$ cat config.mk
export PLATFORM = sky130hd
export DESIGN_NAME = alu_input_sequencer
export DESIGN_NICKNAME = d
export VERILOG_FILES = /design/src/rtl/alu_pkg.sv /design/src/rtl/alu_input_sequencer_btn_edge_sync.sv /design/src/rtl/alu_input_sequencer.sv
export SDC_FILE = /design/constraint.sdc
export NUM_CORES = 1
export LEC_CHECK = 0
export ABC_AREA = 0
export CORE_UTILIZATION = 50
export CTS_CLUSTER_SIZE = 8
export DETAILED_ROUTE_END_ITERATION = 12
export GPL_TIMING_DRIVEN = 0
export PLACE_DENSITY_LB_ADDON = 0.1
export REMOVE_ABC_BUFFERS = 1
export SLEW_MARGIN = 25
export SYNTH_ARGS = -nofsm -noshare
export SYNTH_HDL_FRONTEND = slang
export SYNTH_SLANG_ARGS = --single-unit
$ cat constraint.sdc
create_clock -name clk -period 2.6 [get_ports clk]
set_input_delay 0.52 -clock clk [delete_from_list [all_inputs] [get_ports clk]]
set_output_delay 0.52 -clock clk [all_outputs]
set_load 0.005 [all_outputs]
$ cat src/rtl/alu_pkg.sv
// Shared constants for the ALU front end: op codes,
// sequencer states and flag bit positions.
package alu_pkg;

    localparam logic [5:0] OP_ADD = 6'b100000;
    localparam logic [5:0] OP_SUB = 6'b100010;
    localparam logic [5:0] OP_AND = 6'b100100;
    localparam logic [5:0] OP_OR  = 6'b100101;
    localparam logic [5:0] OP_XOR = 6'b100110;
    localparam logic [5:0] OP_NOR = 6'b100111;
    localparam logic [5:0] OP_SRL = 6'b000010;
    localparam logic [5:0] OP_SRA = 6'b000011;

    typedef enum logic [1:0] {
        S_WAIT_A  = 2'd0,
        S_WAIT_B  = 2'd1,
        S_WAIT_OP = 2'd2,
        S_SHOW    = 2'd3
    } state_t;

    localparam int FLAG_ZERO  = 0;
    localparam int FLAG_CARRY = 1;
    localparam int FLAG_NEG   = 2;
    localparam int FLAG_OVF   = 3;

endpackage

$ cat src/rtl/alu_input_sequencer_btn_edge_sync.sv
// Button synchroniser with single-cycle rising-edge pulse.
// A held level produces exactly one pulse.
module btn_edge_sync #(
    parameter int NB_SYNC = 2
) (
    input  logic clk,
    input  logic i_rst,
    input  logic i_async,
    output logic o_rise
);

    logic [NB_SYNC-1:0] sync_q;
    logic               prev_q;

    // Shift the raw pin through the sync chain and keep last level
    always_ff @(posedge clk or posedge i_rst) begin
        if (i_rst) begin
            sync_q <= '0;
            prev_q <= 1'b0;
        end else begin
            sync_q <= {sync_q[NB_SYNC-2:0], i_async};
            prev_q <= sync_q[NB_SYNC-1];
        end
    end

    assign o_rise = sync_q[NB_SYNC-1] & ~prev_q;

endmodule

$ cat src/rtl/alu_input_sequencer.sv
// Ordered A -> B -> OP operand loader in front of the ALU.
// Result and flags are captured when the op code is loaded.
module alu_input_sequencer
    import alu_pkg::*;
#(
    parameter int NB_DATA = 8,
    parameter int NB_OP   = 6,
    parameter int NB_SYNC = 2
) (
    input  logic               clk,
    input  logic               i_rst,
    input  logic [2:0]         i_btn,
    input  logic [NB_DATA-1:0] i_sw_data,
    input  logic               i_valid,
    output logic [NB_DATA-1:0] o_result,
    output logic [3:0]         o_flags,
    output logic [1:0]         o_state,
    output logic               o_done,
    output logic               o_err
);

    localparam int M = NB_DATA - 1;
    localparam logic [NB_DATA-1:0] SH_LIM = NB_DATA'(NB_DATA);

    localparam logic [NB_OP-1:0] C_ADD = NB_OP'(OP_ADD);
    localparam logic [NB_OP-1:0] C_SUB = NB_OP'(OP_SUB);
    localparam logic [NB_OP-1:0] C_AND = NB_OP'(OP_AND);
    localparam logic [NB_OP-1:0] C_OR  = NB_OP'(OP_OR);
    localparam logic [NB_OP-1:0] C_XOR = NB_OP'(OP_XOR);
    localparam logic [NB_OP-1:0] C_NOR = NB_OP'(OP_NOR);
    localparam logic [NB_OP-1:0] C_SRL = NB_OP'(OP_SRL);
    localparam logic [NB_OP-1:0] C_SRA = NB_OP'(OP_SRA);

    logic [2:0]         rise;
    logic [2:0]         pulse;
    state_t             state_q, state_d;
    logic               ld_a, ld_b, ld_op;
    logic [NB_DATA-1:0] a_q, b_q;
    logic [NB_OP-1:0]   op_q, alu_op;
    logic [NB_DATA-1:0] result_q, alu_res;
    logic signed [NB_DATA-1:0] sra_v;
    logic [3:0]         flags_q, flags_d;
    logic               err_q, alu_err, alu_c, alu_v;

    for (genvar g = 0; g < 3; g++) begin : g_btn
        btn_edge_sync #(.NB_SYNC(NB_SYNC)) u_sync (
            .clk     (clk),
            .i_rst   (i_rst),
            .i_async (i_btn[g]),
            .o_rise  (rise[g])
        );
    end

    assign pulse = rise & {3{i_valid}};

    // Next state: only the button expected by the current state counts
    always_comb begin
        state_d = state_q;
        ld_a    = 1'b0;
        ld_b    = 1'b0;
        ld_op   = 1'b0;
        unique case (state_q)
            S_WAIT_A, S_SHOW: if (pulse[0]) begin
                ld_a    = 1'b1;
                state_d = S_WAIT_B;
            end
            S_WAIT_B: if (pulse[1]) begin
                ld_b    = 1'b1;
                state_d = S_WAIT_OP;
            end
            S_WAIT_OP: if (pulse[2]) begin
                ld_op   = 1'b1;
                state_d = S_SHOW;
            end
            default: state_d = S_WAIT_A;
        endcase
    end

    assign alu_op = ld_op ? i_sw_data[NB_OP-1:0] : op_q;
    assign sra_v  = $signed(a_q) >>> b_q;

    // ALU on the held operands and the incoming op code
    always_comb begin
        alu_res = '0;
        alu_c   = 1'b0;
        alu_v   = 1'b0;
        alu_err = 1'b0;
        unique case (alu_op)
            C_ADD: begin
                {alu_c, alu_res} = {1'b0, a_q} + {1'b0, b_q};
                alu_v = (a_q[M] == b_q[M]) && (alu_res[M] != a_q[M]);
            end
            C_SUB: begin
                {alu_c, alu_res} = {1'b0, a_q} - {1'b0, b_q};
                alu_v = (a_q[M] != b_q[M]) && (alu_res[M] != a_q[M]);
            end
            C_AND: alu_res = a_q & b_q;
            C_OR:  alu_res = a_q | b_q;
            C_XOR: alu_res = a_q ^ b_q;
            C_NOR: alu_res = ~(a_q | b_q);
            C_SRL: begin
                if (b_q >= SH_LIM) alu_res = '0;
                else               alu_res = a_q >> b_q;
            end
            C_SRA: begin
                if (b_q >= SH_LIM) alu_res = {NB_DATA{a_q[M]}};
                else               alu_res = sra_v;
            end
            default: alu_err = 1'b1;
        endcase
        flags_d             = '0;
        flags_d[FLAG_ZERO]  = (alu_res == '0);
        flags_d[FLAG_CARRY] = alu_c;
        flags_d[FLAG_NEG]   = alu_res[M];
        flags_d[FLAG_OVF]   = alu_v;
    end

    // State, operand and result registers
    always_ff @(posedge clk or posedge i_rst) begin
        if (i_rst) begin
            state_q  <= S_WAIT_A;
            a_q      <= '0;
            b_q      <= '0;
            op_q     <= '0;
            result_q <= '0;
            flags_q  <= '0;
            err_q    <= 1'b0;
        end else begin
            state_q <= state_d;
            if (ld_a) a_q <= i_sw_data;
            if (ld_b) b_q <= i_sw_data;
            if (ld_op) begin
                op_q     <= i_sw_data[NB_OP-1:0];
                result_q <= alu_res;
                flags_q  <= flags_d;
                err_q    <= alu_err;
            end
        end
    end

    assign o_result = result_q;
    assign o_flags  = flags_q;
    assign o_state  = state_q;
    assign o_done   = (state_q == S_SHOW);
    assign o_err    = err_q;

endmodule

== Word-level counts from Yosys, hierarchy flattened ==
Cells that the tools add are included.
Cells by class
  mux-type cells: 17
  equality and inequality tests: 18
  bitwise operators: 11
  shift-type cells: 2
  reductions and logical operators: 7
  order comparisons: 1
  $add $sub $neg: 2
Operators with widths (number)
  8-bit case mux with 8 select lines: 1
  6-bit == test, second input constant: 6
  8-bit 2-to-1 mux: 2
  6-bit by 2-bit == test with 1-bit output, second input constant: 2
  8-bit by 8-bit adder with 9-bit output: 1
  8-bit by 8-bit subtractor with 9-bit output: 1
  8-bit bitwise AND: 1
  8-bit by 4-bit >= comparator with 1-bit output, second input constant: 1
  8-bit zero test: 1
  8-bit inverter: 1
  8-bit bitwise OR: 1
  8-bit OR reduction: 1
  8-bit by 8-bit >> shifter with 8-bit output: 1
  8-bit by 8-bit >>> shifter with 8-bit output: 1
  8-bit bitwise XOR: 1
  1-bit 2-to-1 mux: 7
  2-bit 2-to-1 mux: 3
  6-bit 2-to-1 mux: 1
  2-bit inequality test, second input constant: 3
  2-bit case mux with 3 select lines: 1
  2-bit == test, second input constant: 2
  1-bit case mux with 2 select lines: 2
  1-bit bitwise AND: 3
  3-bit bitwise AND: 1
  other kinds (8): 13
Word-level totals
  flip-flop bits (word level): 46
  input bits: 14
  output and inout port bits: 16

== Longest topological paths before layout ==
Gate-level depths: netlist of run 1.
  depth after elaboration: 9
  gate-level depth with buffers: 12
  gate-level depth less buffers: 11

== Hierarchy ==
From an unflattened synthesis of run 1, not the netlist that was laid out.
Unflattened totals
  cells, all modules: 406
  area total of the unflattened synthesis: 3647.2 um2
By module, submodules not included
  alu_input_sequencer: cells an instance 391, instances 1, area an instance 3369.5 um2
  btn_edge_sync: cells an instance 5, instances 3, area an instance 92.6 um2

== Least setup slack after synthesis of run 1 ==
OpenSTA, ideal clock, no wires.
  path kind: reg2reg
  from: register b_q[1]
  to: register flags_q[0] (netlist: o_flags[0])
  cell stages (with the launch flop): 11
  library setup time: 103 ps
  data required time: 2497 ps
  data arrival time: 2654 ps
  path buffers: 1
  setup slack: -157 ps
  path through: dfrtp_1 > clkbuf_1 > inv_1 > ha_1 > o21bai_1 > a2111oi_0 > o221ai_1 > nand2_1 > and4_1 > nand4_1 > o41ai_2
On the way
  cells in the longest elaborated chain, start to end: 4
RTL lines
  start, declared: RTL line alu_input_sequencer.sv:38  | logic [NB_DATA-1:0] a_q, b_q;
  start signal, assigned: RTL line alu_input_sequencer.sv:131  | if (ld_b) b_q <= i_sw_data;
  8-bit by 4-bit >= comparator with 1-bit output, or another cell as far along: RTL line alu_input_sequencer.sv:102, alu_input_sequencer.sv:106
  8-bit 2-to-1 mux, or another cell as far along: RTL line alu_input_sequencer.sv:106  | if (b_q >= SH_LIM) alu_res = {NB_DATA{a_q[M]}};
  8-bit case mux with 8 select lines *: RTL line alu_input_sequencer.sv:88  | unique case (alu_op)
  8-bit zero test *: RTL line alu_input_sequencer.sv:112  | flags_d[FLAG_ZERO] = (alu_res == '0);
  end signal, assigned: RTL line alu_input_sequencer.sv:135  | flags_q <= flags_d;
  end, declared: RTL line alu_input_sequencer.sv:42  | logic [3:0] flags_q, flags_d;
Every way passes the cells marked *; elsewhere a longest branch is shown, timed or not.
A chain may end at the register's enable or synchronous reset.

== Final worst setup path of run 1 ==
  from: input i_sw_data[2]
  to: register flags_q[0] (netlist: o_flags[0])
On the way
  cells in the longest elaborated chain, start to end: 4
RTL lines
  start, declared: RTL line alu_input_sequencer.sv:13  | input logic [NB_DATA-1:0] i_sw_data,
  6-bit 2-to-1 mux *
  6-bit by 2-bit == test with 1-bit output or 6-bit == test (tied branches): RTL line alu_input_sequencer.sv:88
  8-bit case mux with 8 select lines *: RTL line alu_input_sequencer.sv:88
  8-bit zero test *: RTL line alu_input_sequencer.sv:112
Marks and branches as above.

==> results of run 1 <==
[cell type report]
type | instances | area (µm²)
Fill cell | 510 | 1990
Timing Repair Buffer | 80 | 689
Clock buffer | 5 | 68.8
Inverter | 32 | 123
Clock inverter | 3 | 50.0
Sequential cell | 45 | 1140
Tap cell | 96 | 120
Multi-Input combinational cell | 313 | 2650
[how the worst max path moves through the flow]
stage / endpoint / from / slack, ns
after CTS: o_flags[0]$_DFFE_PP0N_ / b_q[0]$_DFFE_PP0P_ / -0.02
final: o_flags[0]$_DFFE_PP0N_ / i_sw_data[2] / -0.03
after global placement: o_flags[0]$_DFFE_PP0N_ / i_valid / -1.64
after detailed placement: o_flags[0]$_DFFE_PP0N_ / i_valid / -1.30
after floorplan: o_flags[0]$_DFFE_PP0N_ / o_state[0]$_DFFE_PP0P_ / -0.30
after global routing: o_flags[0]$_DFFE_PP0N_ / b_q[4]$_DFFE_PP0P_ / -0.13
[registers in the layout (all words and copies together) (netlist names)]
register	cells
o_result	7
o_flags	4
g_btn.u_sync.prev_q	3
o_err	1
g_btn.u_sync.sync_q	6
b_q	8
a_q	8
op_q	6
o_state	2
[synthesized netlist by cell type, types with 5 or more instances]
cell type  count
mux2_2        21
o21bai_1       5
mux2i_1       16
xnor2_1        7
nand2_1       46
buf_1          5
nor3_1        11
dfrtp_1       45
nand3_1       14
o21ai_0       26
inv_1         32
o22ai_1        6
nor2_1        32
clkbuf_1       7
a21oi_1       14
nor4_1         5
ha_1          28
nand4_1        5
o2111ai_1      5
[power groups by stage]
| stage | logic, W | registers (W) | clock network (W) |
|---|---|---|---|
| floorplan | 0.00216 | 0.00127 | 0 |
| global route | 0.00468 | 0.00142 | 0.000599 |
| finish | 0.00438 | 0.00140 | 0.000561 |
| global placement | 0.00290 | 0.00142 | 0 |
| CTS | 0.00356 | 0.00133 | 0.000565 |
| detailed placement | 0.00296 | 0.00143 | 0 |
[what timing repair did]
action                     CTS  global route
setup buffers               32            17
setup endpoints to repair   11            11
pin swaps                   15            28
hold endpoints to repair     0             0
gates resized for setup     54            58
[metrics by stage]
stage / setup slack (ns) / power (W)
after floorplan: -0.302 / 0.00344
after global placement: -1.64 / 0.00431
after detailed placement: -1.30 / 0.00439
after CTS: -0.0200 / 0.00546
after global routing: -0.127 / 0.00670
final: -0.0256 / 0.00633
[critical path, delay by kind of cell]
family	cells	cell delay, ns
compound gates	4	1.05
simple gates	3	0.62
buf+inv	1	0.63
[cell families after synthesis]
family / synth area share
XOR/XNOR: 0.0222
AND/OR/NAND/NOR: 0.187
AO/OA/AOI/OAI: 0.191
adder cells (fa/ha/maj): 0.110
flip-flops: 0.317
multiplexers: 0.118
buffers and inverters: 0.0543
[routing by layer]
layer  part of all wire  vias up  track usage
li1                   -     1629            -
met1               0.40     1740        0.390
met2               0.47      246        0.499
met3              0.094       49       0.0629
met4              0.041        0        0.139
met5                  0        -            0
==> impl_metrics.yaml, run 1 <==
outcome:
  status: "finished with violations"
  violations: "setup timing"
hold_path:
  hold_path_class: "flop to flop"
  min_delay_worst_endpoint: "g_btn[1].u_sync.sync_q[1]$_DFF_PP0_"
  min_from: "g_btn[1].u_sync.sync_q[0]$_DFF_PP0_"
  whs_path_depth: 0
clock_network:
  clk_latency_ns: 0.31
  cts_hold_buf: 0
  htreeDepth: 2
  cts.sinks: 45
  cts_tree: "yes"
  clkTransAtPathRegs_ns: 0.09
  cts_root_buffer: "clkbuf_8"
  cts_buffers: 5
  cts_max_path_buffers: 2
setup_path:
  critical_path_class: "primary input to flop"
  worstPathMaxFanout: 11
  r2r_end: "o_flags[0]$_DFFE_PP0N_"
  crit_chain: "dlygate4sd2_1 > nor2_4 > a32o_2 > a221oi_2 > o221ai_1 > nor3_2 > nand4_1 > o41ai_2"
  timing.rr.start: "o_state[0]$_DFFE_PP0P_"
  max_stage_delay_ns: 0.63
  cp-start-kind: "primary input"
  r2r_cells: 10
  end_kind: "flop"
  slowest_stage: "dlygate4sd2_1"
  cp.required_ns: 2.81
  arrival_ns: 2.83
  reg2reg_slack_ns: -0.03
layout:
  drive_gt1_frac: 0.328
  antennaDiodeCount: 0
  final_cell_mix: "buf_4 (45), nand2_1 (43), dfrtp_1 (34), nor2_1 (28), inv_1 (26)"
  fin_cells: 574
  design_area_um2: 4840
  final_nets: 521
  syn2layout_area_growth_pct: 36.2
  post-route-util: 0.708
  final_common_cell: "buf_4"
synthesis:
  syn-cell-area_um2: 3550
  synth_cell_types: 58
  synth.yosys.warnings: 0
  synth_ff_type: "dfrtp_1"
  yosys.area.top_type: "dfrtp_1"
  syn_inst: 407
  synth_area_per_cell_um2: 8.72
  synth_edf_count: 0
  synthTopCellsByArea: "dfrtp_1 (32%), ha_1 (9.9%), mux2_2 (6.7%)"
  synth.top_cell.area_share: 0.317
  ys_ff_latch: 45
  seq_area_frac_synth: 0.317
  async_flop_share: 1.00
job:
  cap_violations: 0
power:
  intPower_w: 0.00329
  ir_worst_vdd_mv: 0.765
  comb_power_share: 0.691
  p_seq_frac: 0.221
  power_switching_w: 0.00305
  switching_share: 0.481
  power.share.clock: 0.089
  p_leak_nw: 1.99
  power_density_nw_per_um2: 1310
route:
  wl_per_cell_um: 19.8
  ant_nets: 0
  drtIter0Drc: 439
  dr.pass1.iters: 5
  drt_drc_violations_left: 0
  dr_total_vias: 3664
  wl_um: 11400
  avgViaCountPerCell: 6.38
global_routing:
  antenna_found_initial: 0
  grt_max_degree: 34
  grt_pass1_vias: 3380
  grt_overflow: 0
  track_usage: 0.305
  grt_first_pass_wirelength_um: 17400
timing:
  worst_hold_slack_ns: 0.355
  max_slew_margin: 0.552
  hold_viol: 0
  grt_setup_unrepaired: "yes"
  worstMarginPinSlew_ns: 0.672
  fin_setup_tns_ns: -0.0256
  fin_crit_sh: 1.01
  setup_violations: 1
  skew_ns: 0.00645
  slew_violations: 0
  setup_slack_ns: -0.0256
  fmax_mhz: 381
  period_minus_slack_ns: 2.63
die:
  rows: 30
  core_um2: 6830
  dieArea_um2: 7440
  die_x_um: 86.3
  boundaryPins: 30
  start_util: 0.520
  dieHeight_um: 86.3
placement:
  dp_cells: 518
  post-dp-hpwl_um: 7380
  port-buffer-count: 29
  place_area_um2: 3930
  gp_congestion: 0.979
No activity file was read; power rests on OpenSTA's default activity.
==> run 2: changes to the inputs <==
--- a/config.mk
+++ b/config.mk
@@ -12,7 +12,8 @@
 export GPL_TIMING_DRIVEN = 0
 export PLACE_DENSITY_LB_ADDON = 0.1
 export REMOVE_ABC_BUFFERS = 1
-export SLEW_MARGIN = 25
+export SLEW_MARGIN = 15
 export SYNTH_ARGS = -nofsm -noshare
 export SYNTH_HDL_FRONTEND = slang
+export SYNTH_HIERARCHICAL = 1
 export SYNTH_SLANG_ARGS = --single-unit
==> run 2 against run 1 <==
  * Routed wire length up 4.4%
  * Clock skew up 0.0037 ns
  * Core utilization down 0.99 points
  * First-iteration DRC count down 9.3%
  * The flow still finishes with violations (setup timing)
  * Clock power down 17%
  * Maximum frequency down 4.3%
  * Die area up 2.6%
  * Critical endpoint unchanged
  * Count of clock-buffer cells in the layout up 1
  * Combinational power down 3%
  * Largest cell class unchanged
  * Flip-flop and latch count unchanged
==> impl_metrics.yaml, run 2 <==
outcome:
  status: "finished with violations"
  violations: "setup timing"
power:
  power_switching_w: 0.00288
  power_density_nw_per_um2: 1250
  intPower_w: 0.00316
  power.share.clock: 0.077
  ir_worst_vdd_mv: 0.704
  switching_share: 0.477
  p_total_w: 0.00604
  comb_power_share: 0.701
  p_leak_nw: 2.01
  p_seq_frac: 0.222
placement:
  port-buffer-count: 29
  place_area_um2: 3960
  gp_congestion: 1.00
  post-dp-hpwl_um: 7840
timing:
  slew_violations: 0
  worstMarginPinSlew_ns: 0.758
  setup_violations: 5
  grt_setup_unrepaired: "yes"
  skew_ns: 0.0101
  fin_crit_sh: 1.05
  worst_hold_slack_ns: 0.356
  hold_viol: 0
  max_slew_margin: 0.494
  fin_setup_tns_ns: -0.253
  period_minus_slack_ns: 2.74
  fmax_mhz: 365
  setup_slack_ns: -0.143
synthesis:
  synth_cell_types: 70
  synthTopCellsByArea: "dfrtp_1 (31%), ha_1 (9.6%), nand2_1 (5.0%)"
  yosysMostFrequentCell: "nand2_1"
  synthSimpleGateAreaFrac: 0.187
  syn_inst: 406
  syn-cell-area_um2: 3650
  yosys.area.top_type: "dfrtp_1"
  async_flop_share: 1.00
  synth_ff_type: "dfrtp_1"
  post_synth_most_frequent_cells: "nand2_1 (49), dfrtp_1 (45), inv_1 (33)"
  synth_top_family_by_area: "compound AO/OA/AOI/OAI gates"
  synthAdderAreaFrac: 0.107
  synth_edf_count: 0
  seq_area_frac_synth: 0.309
  synth-compound-area-share: 0.220
  synth.top_cell.area_share: 0.309
  synth_mux_area_frac: 0.110
  yosys.area_share.xor_xnor: 0.00480
  ys_ff_latch: 45
  synth_area_per_cell_um2: 8.98
  synth.yosys.warnings: 6
layout:
  post-route-util: 0.698
  syn2layout_area_growth_pct: 32.2
  design_area_um2: 4820
  final_nets: 511
  final_cell_mix: "nand2_1 (49), buf_4 (46), dfrtp_1 (33), inv_1 (28), clkdlybuf4s50_1 (22)"
  drive_gt1_frac: 0.348
  antennaDiodeCount: 0
  final_common_cell: "nand2_1"
die:
  start_util: 0.528
  boundaryPins: 30
  dieHeight_um: 87.4
  die_x_um: 87.4
  dieArea_um2: 7640
  core_um2: 6910
  rows: 30
clock_network:
  cts_tree: "yes"
  clk_latency_ns: 0.30
  cts_hold_buf: 0
  cts_root_buffer: "clkbuf_8"
  clkTransAtPathRegs_ns: 0.09
  cts.sinks: 45
  cts_max_path_buffers: 2
  htreeDepth: 2
  cts_buffers: 5
hold_path:
  min_from: "g_btn[1].u_sync/sync_q[0]$_DFF_PP0_"
  hold_path_class: "flop to flop"
  whs_path_depth: 0
  min_delay_worst_endpoint: "g_btn[1].u_sync/sync_q[1]$_DFF_PP0_"
global_routing:
  antenna_found_initial: 0
  grt_pass1_vias: 3306
  grt_first_pass_wirelength_um: 18200
  track_usage: 0.319
  grt_overflow: 0
  grt_max_degree: 37
route:
  wl_um: 11900
  dr_total_vias: 3606
  met1_length_um: 5050
  drt_drc_violations_left: 0
  wl_met2_um: 5360
  wl_per_cell_um: 21.0
  topRoutingLayerUsed: "met4"
  dr.pass1.iters: 6
  avgViaCountPerCell: 6.39
  dr_wl_met3_um: 1010
  drtIter0Drc: 398
  ant_nets: 0
setup_path:
  end_kind: "flop"
  r2r_end: "o_flags[0]$_DFFE_PP0N_"
  critical_path_class: "flop to flop"
  cp.required_ns: 2.80
  worstPathMaxFanout: 4
  arrival_ns: 2.94
  cp-start-kind: "flop"
  reg2reg_slack_ns: -0.14
  r2r_cells: 10
  timing.rr.start: "b_q[0]$_DFFE_PP0P_"
job:
  cap_violations: 0
==> run 2: cell count changes in the layout (fill, tap and decap cells not counted), sizes merged, moves of 6 or more <==
cell   before  now
nor2       32   21
o21ai      30   20
nor3       12    5
a22o        1    7
mux2       21   15
xnor2       7    1
==> run 2: final cells by class <==
cell class | instances | area (µm²)
Clock inverter | 2 | 17.5
Clock buffer | 6 | 82.6
Timing Repair Buffer | 76 | 641
Sequential cell | 45 | 1150
Fill cell | 543 | 2080
Inverter | 34 | 138
Tap cell | 96 | 120
Multi-Input combinational cell | 305 | 2680
==> run 2: cell families after synthesis <==
kind of cell | count (synthesis)
simple gates | 131
compound gates | 108
buf+inv | 58
flops | 45
mux | 32
fa+ha+maj | 30
xor+xnor | 2
==> run 2: worst max-delay path by stage <==
stage | cells after the start | endpoint | slack (ns) | start
6_report | 10 | o_flags[0]$_DFFE_PP0N_ | -0.14 | b_q[0]$_DFFE_PP0P_
5_1_grt | 10 | o_flags[0]$_DFFE_PP0N_ | -0.24 | b_q[0]$_DFFE_PP0P_
4_1_cts | 9 | o_flags[0]$_DFFE_PP0N_ | -0.13 | b_q[5]$_DFFE_PP0P_
3_5_place_dp | 10 | o_flags[0]$_DFFE_PP0N_ | -1.70 | i_valid
3_3_place_gp | 10 | o_flags[0]$_DFFE_PP0N_ | -1.76 | i_valid
2_1_floorplan | 11 | o_flags[0]$_DFFE_PP0N_ | -0.33 | o_state[0]$_DFFE_PP0P_
==> run 2: layer usage <==
metal | track usage | vias up
met3 | 0.0673 | 43
met5 | 0 | -
met4 | 0.115 | 0
met2 | 0.496 | 205
li1 | - | 1630
met1 | 0.438 | 1728
==> run 2: power groups by stage <==
| stage | logic (W) | registers, W | clock network (W) |
|---|---|---|---|
| 4_1_cts | 0.00357 | 0.00132 | 0.000482 |
| 5_1_grt | 0.00450 | 0.00137 | 0.000502 |
| 2_1_floorplan | 0.00203 | 0.00126 | 0 |
| 3_5_place_dp | 0.00283 | 0.00141 | 0 |
| 3_3_place_gp | 0.00277 | 0.00140 | 0 |
| 6_report | 0.00423 | 0.00134 | 0.000466 |
==> run 2: stage by stage <==
step	cells	worst slack, ns
finish	564	-0.143
CTS	545	-0.132
global route	564	-0.236
floorplan	382	-0.326
detailed placement	507	-1.70
global placement	507	-1.76
==> run 2: timing repair <==
action,in CTS,in global routing
gates cloned,2,0
pin swaps,22,27
setup endpoints to repair,12,11
buffers inserted,28,19
resized for setup,69,36
==> run 2: worst max-delay path: stages, from the launching register on <==
cell and delay (ns):
dfrtp_4 0.48, ha_4 0.15, inv_2 0.04, fa_2 0.61, nor2b_4 0.14, a211o_1 0.11, o221ai_2 0.12, or4_4 0.58
nor2_4 0.10, nand4_1 0.10, o41ai_2 0.20
==> run 3: changes to the inputs <==
--- a/config.mk
+++ b/config.mk
@@ -10,6 +10,7 @@
 export CTS_CLUSTER_SIZE = 8
 export DETAILED_ROUTE_END_ITERATION = 12
 export GPL_TIMING_DRIVEN = 0
+export MAX_ROUTING_LAYER = met4
 export PLACE_DENSITY_LB_ADDON = 0.1
 export REMOVE_ABC_BUFFERS = 1
 export SLEW_MARGIN = 15
==> run 3 against run 2 <==
  * The flow still finishes with violations (setup timing)
  * Register-to-register slack hardly changed
  * Die area unchanged
  * Count of clock-buffer cells in the layout did not move
  * Sequential share of layout area is 1.3 points higher
  * Design area shrank 5.3%
  * Critical endpoint unchanged
  * Largest cell class unchanged
==> impl_metrics.yaml, run 3 (synthesis gave the netlist of run 2 again) <==
setup_path:
  max_stage_delay_ns: 0.46
  critical_path_class: "flop to flop"
  slowest_stage: "dfrtp_2"
  path_buf_inv: 1
  path_delay_family: "compound AO/OA/AOI/OAI gates"
  reg2reg_slack_ns: -0.13
  cp-start-kind: "flop"
  crit_chain: "inv_2 > ha_1 > a21o_1 > nand4_1 > nand4b_1 > a21o_1 > a21oi_1 > nor3_1 > nand4b_1 > o41ai_2"
  worstPathMaxFanout: 6
  cp.required_ns: 2.81
  end_kind: "flop"
  arrival_ns: 2.94
route:
  wl_um: 11400
  met1_length_um: 5090
  dr_total_vias: 3475
  wl_per_cell_um: 20.9
  topRoutingLayerUsed: "met4"
  dr_wl_met3_um: 866
  wl_met2_um: 5170
  dr.pass1.iters: 5
  ant_nets: 0
  drtIter0Drc: 485
  drt_drc_violations_left: 0
  avgViaCountPerCell: 6.38
layout:
  antennaDiodeCount: 0
  post-route-util: 0.661
  final_common_cell: "nand2_1"
  fin_cells: 545
  final_nets: 492
  syn2layout_area_growth_pct: 25.2
  final_cell_mix: "nand2_1 (49), dfrtp_1 (35), inv_1 (29), buf_4 (26), ha_1 (23)"
  design_area_um2: 4570
  num-fill-cells: 607
  drive_gt1_frac: 0.272
clock_network:
  htreeDepth: 2
  cts_buffers: 5
  clk_latency_ns: 0.30
  cts_tree: "yes"
  cts_max_path_buffers: 2
  cts.sinks: 45
  clkTransAtPathRegs_ns: 0.09
  cts_root_buffer: "clkbuf_8"
timing:
  fmax_mhz: 366
  skew_ns: 0.00886
  worstMarginPinSlew_ns: 0.760
  hold_viol: 0
  period_minus_slack_ns: 2.73
  setup_violations: 3
  max_slew_margin: 0.493
  fin_crit_sh: 1.05
  worst_hold_slack_ns: 0.355
  grt_setup_unrepaired: "yes"
  slew_violations: 0
  setup_slack_ns: -0.135
global_routing:
  grt_overflow: 0
  track_usage: 0.317
  grt_max_degree: 37
  antenna_found_initial: 0
  grt_pass1_vias: 3188
  grt_first_pass_wirelength_um: 17600
die:
  boundaryPins: 30
  rows: 30
  die_x_um: 87.4
  start_util: 0.528
  dieHeight_um: 87.4
  core_um2: 6910
  dieArea_um2: 7640
power:
  power_switching_w: 0.00268
  p_seq_frac: 0.244
  intPower_w: 0.00282
  p_leak_nw: 1.89
  switching_share: 0.487
  power_density_nw_per_um2: 1200
  power.share.clock: 0.079
  comb_power_share: 0.677
  ir_worst_vdd_mv: 0.769
placement:
  port-buffer-count: 29
  post-dp-hpwl_um: 7690
  gp_congestion: 1.03
  dp_cells: 507
  place_area_um2: 3960
hold_path:
  hold_path_class: "flop to flop"
outcome:
  status: "finished with violations"
  violations: "setup timing"
job:
  cap_violations: 0
run 3: final cells by class:
cell class / instances / area, µm² / share of cell area
Inverter: 34 / 134 / 0.0293
Multi-Input combinational cell: 306 / 2590 / 0.567
Sequential cell: 45 / 1140 / 0.250
Clock inverter: 2 / 15.0 / 0.00329
Clock buffer: 6 / 72.6 / 0.0159
Timing Repair Buffer: 56 / 493 / 0.108
Tap cell: 96 / 120 / 0.0263
run 3: power by group through the flow:
stage | Sequential (W) | Combinational, W | Clock (W)
detailed placement | 0.00141 | 0.00280 | 0
floorplan | 0.00126 | 0.00203 | 0
global placement | 0.00140 | 0.00278 | 0
global route | 0.00137 | 0.00398 | 0.000467
CTS | 0.00131 | 0.00341 | 0.000445
finish | 0.00134 | 0.00372 | 0.000435
run 3: worst paths after layout:
path / startpoint / endpoint / depth (start not counted)
setup / recovery: a_q[1]$_DFFE_PP0P_ / o_flags[0]$_DFFE_PP0N_ / 10
hold / removal: g_btn[1].u_sync/sync_q[0]$_DFF_PP0_ / g_btn[1].u_sync/sync_q[1]$_DFF_PP0_ / 0
setup reg to reg: a_q[1]$_DFFE_PP0P_ / o_flags[0]$_DFFE_PP0N_ / 10
hold reg to reg: g_btn[1].u_sync/sync_q[0]$_DFF_PP0_ / g_btn[1].u_sync/sync_q[1]$_DFF_PP0_ / 0
max in group asynchronous: i_rst / b_q[1]$_DFFE_PP0P_ / 2
min in group asynchronous: i_rst / g_btn[1].u_sync/prev_q$_DFF_PP0_ / 2
run 3: through the flow:
stage / worst slack [ns] / power [W] / setup TNS [ns]
after floorplan: -0.326 / 0.00329 / -0.645
after global placement: -1.77 / 0.00418 / -12.59
after detailed placement: -1.69 / 0.00421 / -12.62
after CTS: -0.155 / 0.00516 / -0.306
after global routing: -0.268 / 0.00582 / -0.737
final: -0.135 / 0.00550 / -0.304
run 3: timing repair:
item / 4_1_cts / 5_1_grt
setup endpoints to repair: 12 / 8
setup buffers: 19 / 8
hold buffers: 0 / 0
cloned: 2 / 1
resized for setup: 64 / 16
pin swaps: 15 / 9
run 3: per-layer routing:
metal / track usage / vias up
li1: - / 1582
met1: 0.455 / 1693
met2: 0.460 / 179
met3: 0.0455 / 21
met4: 0.0984 / 0
met5: - / -
run 3: worst register-to-register path, stage by stage, from the launching register on:
cell      delay, ns
dfrtp_2        0.46
inv_2          0.11
ha_1           0.37
a21o_1         0.23
nand4_1        0.12
nand4b_1       0.19
a21o_1         0.23
a21oi_1        0.26
nor3_1         0.10
nand4b_1       0.25
o41ai_2        0.35
==> variant 1, RTL diff (settings of run 3) <==
Make the reset (`i_rst`) synchronous in 2 clocked blocks.
--- a/src/rtl/alu_input_sequencer_btn_edge_sync.sv
+++ b/src/rtl/alu_input_sequencer_btn_edge_sync.sv
@@ -14,5 +14,5 @@
 
     // Shift the raw pin through the sync chain and keep last level
-    always_ff @(posedge clk or posedge i_rst) begin
+    always_ff @(posedge clk) begin
         if (i_rst) begin
             sync_q <= '0;
--- a/src/rtl/alu_input_sequencer.sv
+++ b/src/rtl/alu_input_sequencer.sv
@@ -117,5 +117,5 @@
 
     // State, operand and result registers
-    always_ff @(posedge clk or posedge i_rst) begin
+    always_ff @(posedge clk) begin
         if (i_rst) begin
             state_q  <= S_WAIT_A;
Behaviour: differs if i_rst is asserted again (counterexample within 4 cycles, from zero or initial values and one cycle with i_rst high); with i_rst held inactive, the same outputs for 10 cycles.
==> variant 1 against run 3 <==
The run still ends with setup timing left; core utilization shrank 2.5 points; via count grew 2.0%; area after synthesis grew 0.21%; design area shrank 3.2%; hold slack gained 0.094 ns; setup slack gained 0.12 ns; sequential cell count is the same; routed wire length shrank 5.7%; non-clock buffer count shrank 12; largest cell class unchanged.
Power is left out: it rests on default switching activity, and per cell area and clock period it moved more than threefold.
==> variant 1: results (changes against run 3) <==
CP max FO 3 (-3); post-synthesis sequential area ratio 24.6% (-6.2 points); Mapped Cells 461 (+14%); Unique masters post-synth 71 (+1.4%); nets 530 (+7.7%); DP Area 0.00393 mm^2 (-0.54%); final setup fails 1 (-2); multi-input logic area 0.00274 mm^2 (+5.7%); critical path's largest stage delay 0.57 ns (+0.11 ns); outcome finished, violations left; fraction of cell area in non-clock buffers 9.14% (-1.7 points); Total Routing Usage GR 30.9% (-0.72 points); WHS Path Cells 1 (+1); largest net degree at the start of global routing 47 (+27%); Pre-antenna DRT Iters 7 (+2); global-route met2 utilization 48.3% (+2.3 points); wire length of the first global-routing pass 17.4 mm (-1.4%); dpl cells 558 (+10%); violated checks setup timing; setup slack after layout -0.0154 ns (+0.119 ns); Global Route met1 Usage 40.2% (-5.3 points); Clock Skews 0.0141 ns (+0.00519 ns); routed via count 3,545 (+2.0%); synth top area cells dfxtp_1 (25%), ha_1 (9.6%), mux2i_1 (7.1%), nor2_1 (5.0%), nand2_1 (3.9%); count leader, synth nor2_1; met3 wire length 668 um (-23%); metal2 WL 4.85 mm (-6.0%); pre-CTS WS -1.57 ns (+0.121 ns); RR Startpoint a_q[0]; Slew HR 47.2% (-2.1 points); met3 Resource Use GR 4.36% (-0.19 points); layout cells sized above 1 19.5% (-7.7 points); FILL cells 630 (+3.8%)
## variant 1: cells by family (layout without fill, tap and decap cells)
group,count (synthesis),in the layout,share of synthesized area [%]
and+or+nand+nor,182,184,26.0
AOI/OAI and AO/OA,108,108,20.9
buffers and inverters,58,82,6.68
DFF,45,45,24.6
muxes,34,34,10.2
adders and majority gates,30,30,10.7
xor gates and xnor gates,4,4,0.959
## variant 1: how the worst max path moves through the flow
stage,start,end,slack (ns),cells past startpoint
finish,a_q[0],o_flags[0],-0.02,10
global route,a_q[0],o_flags[0],-0.10,10
CTS,b_q[7],o_flags[0],0.007,8
detailed placement,i_valid,o_flags[0],-1.57,7
global placement,i_valid,o_flags[0],-2.08,7
floorplan,o_state[0],o_flags[0],-0.53,10
## variant 1: what timing repair did
item,4_1_cts,5_1_grt
gates cloned,2,0
pin swaps,7,3
endpoints found under the setup margin,11,7
setup buffers,12,3
resized for setup,69,12
==> variant 2, RTL diff (settings of run 3) <==
Without the edit above. Register the inputs `i_btn`, `i_sw_data` and `i_valid` before use, cleared by the reset. The logic sees them one clock later.
--- a/src/rtl/alu_input_sequencer.sv
+++ b/src/rtl/alu_input_sequencer.sv
@@ -32,4 +32,20 @@
     localparam logic [NB_OP-1:0] C_SRA = NB_OP'(OP_SRA);
 
+    logic [2:0] i_btn_q;
+    logic [NB_DATA-1:0] i_sw_data_q;
+    logic i_valid_q;
+
+    always_ff @(posedge clk or posedge i_rst) begin
+        if (i_rst) begin
+            i_btn_q     <= '0;
+            i_sw_data_q <= '0;
+            i_valid_q   <= '0;
+        end else begin
+            i_btn_q     <= i_btn;
+            i_sw_data_q <= i_sw_data;
+            i_valid_q   <= i_valid;
+        end
+    end
+
     logic [2:0]         rise;
     logic [2:0]         pulse;
@@ -47,10 +63,10 @@
             .clk     (clk),
             .i_rst   (i_rst),
-            .i_async (i_btn[g]),
+            .i_async (i_btn_q[g]),
             .o_rise  (rise[g])
         );
     end
 
-    assign pulse = rise & {3{i_valid}};
+    assign pulse = rise & {3{i_valid_q}};
 
     // Next state: only the button expected by the current state counts
@@ -77,5 +93,5 @@
     end
 
-    assign alu_op = ld_op ? i_sw_data[NB_OP-1:0] : op_q;
+    assign alu_op = ld_op ? i_sw_data_q[NB_OP-1:0] : op_q;
     assign sra_v  = $signed(a_q) >>> b_q;
 
@@ -128,8 +144,8 @@
         end else begin
             state_q <= state_d;
-            if (ld_a) a_q <= i_sw_data;
-            if (ld_b) b_q <= i_sw_data;
+            if (ld_a) a_q <= i_sw_data_q;
+            if (ld_b) b_q <= i_sw_data_q;
             if (ld_op) begin
-                op_q     <= i_sw_data[NB_OP-1:0];
+                op_q     <= i_sw_data_q[NB_OP-1:0];
                 result_q <= alu_res;
                 flags_q  <= flags_d;
Function: changed (a bounded check fails within 4 cycles, from zero or initial values and one cycle with i_rst high).
==> variant 2 against run 3 <==
The flow still finishes with violations (setup timing); setup slack worse by 0.053 ns; area after synthesis is 12% higher; cell count increased by 10%; design area rose by 17%; routed wire length rose by 12%; power rose by 33%; combinational power is 25% higher; sequential cell count rose by 12.
==> variant 2: results (changes against run 3) <==
Adder-Cell Fraction of Synth Area 9.59% (-1.1 points); final setup fails 2 (-1); post-CTS setup buffers 27 (+8); DR WL/cell 21.2 um (+1.5%); CTS HTree Levels 3 (+1); worst-case vdd ir drop 0.685 mV (-11%); CP max FO 3 (-3); largest net degree at the start of global routing 27 (-27%); RR Startpoint b_q[0]; Slew HR 52.7% (+3.4 points); violated checks setup timing; outcome finished, violations left; layout cells sized above 1 33.1% (+5.9 points); Total Routing Usage GR 32.0% (+0.31 points); Synth Area in Compound Gates 21.1% (-0.87 points); CTS Buf Count 9 (+4); routed via count 3,860 (+11%); post-synthesis sequential area ratio 35.0% (+4.2 points); TNS Setup -0.196 ns (+0.109 ns); Post-synth top cells dfrtp_1 (57), nand2_1 (41), inv_1 (34), ha_1 (28), a21oi_1 (23); synth top area cells dfrtp_1 (35%), ha_1 (8.6%), mux2_2 (5.8%), nand2_1 (3.8%), inv_1 (3.1%); DP Area 0.00443 mm^2 (+12%); pre-CTS WS -1.45 ns (+0.245 ns); Unique masters post-synth 78 (+11%); global-route met2 utilization 49.3% (+3.4 points); FILL cells 575 (-5.3%); dpl hpwl 8.29 mm (+7.9%); nets 538 (+9.3%); Leakage 0.00226 uW (+20%); CP startpoint kind flop; post-CTS sizing 57 (-11%); Global Route met1 Usage 41.6% (-3.9 points); Skew-Pair Late Insertion Delay 0.36 ns (+0.06 ns); Clock Skews 0.0110 ns (+0.00211 ns); Critical Path AT 3.04 ns (+0.10 ns); Mapped Cells 430 (+5.9%); setup slack after layout -0.188 ns (-0.0529 ns); vias in the first global route 3,616 (+13%); met3 Resource Use GR 5.89% (+1.3 points)
[variant 2: final timing paths]
| check | depth (start not counted) | slack [ns] | to |
|---|---|---|---|
| max in group asynchronous | 3 | 1.48 | a_q[6] |
| max | 9 | -0.19 | o_flags[0] |
| max reg2reg | 9 | -0.19 | o_flags[0] |
| min in group asynchronous | 2 | 0.42 | g_btn[2].u_sync/prev_q |
| min | 0 | 0.35 | g_btn[1].u_sync/sync_q[1] |
| min reg2reg | 0 | 0.35 | g_btn[1].u_sync/sync_q[1] |
[variant 2: cells by family (layout without fill, tap and decap cells)]
| family | after synthesis | after routing |
|---|---|---|
| compound gates | 116 | 116 |
| simple gates | 131 | 132 |
| flops | 57 | 57 |
| buf+inv | 56 | 124 |
| fa+ha+maj | 30 | 30 |
| xor+xnor | 5 | 5 |
| mux | 35 | 35 |
[variant 2: power by group]
part | total (uW) | switching [uW] | internal, uW | leakage (uW)
combinational | 4650 | 2480 | 2170 | 0.00146
clock | 1070 | 424 | 648 | 0.000126
sequential | 1580 | 398 | 1180 | 0.000680
[variant 2: final cells by class]
cell class | instances | area, um^2 | area share, %
clock buffers | 9 | 124 | 2.31
clock inverters | 7 | 128 | 2.38
inverters | 36 | 144 | 2.69
multi-input cells | 318 | 2750 | 51.2
flip-flops and latches | 57 | 1450 | 27.1
well taps | 102 | 128 | 2.38
repair buffers | 72 | 638 | 11.9
[variant 2: worst max-delay path: stages, from the launching register on]
cell and delay, ns:
dfrtp_4 0.46, ha_4 0.18, inv_1 0.06, fa_2 0.39
o31ai_4 0.27, a31oi_2 0.16, a221o_1 0.37, a2111oi_4 0.38
nand4_1 0.19, o41ai_2 0.23
[variant 2: per-layer routing]
metal	vias to the layer above	wire, um
li1	1720	-
met1	1855	5270
met2	223	5900
met3	62	991
met4	0	607
met5	-	0
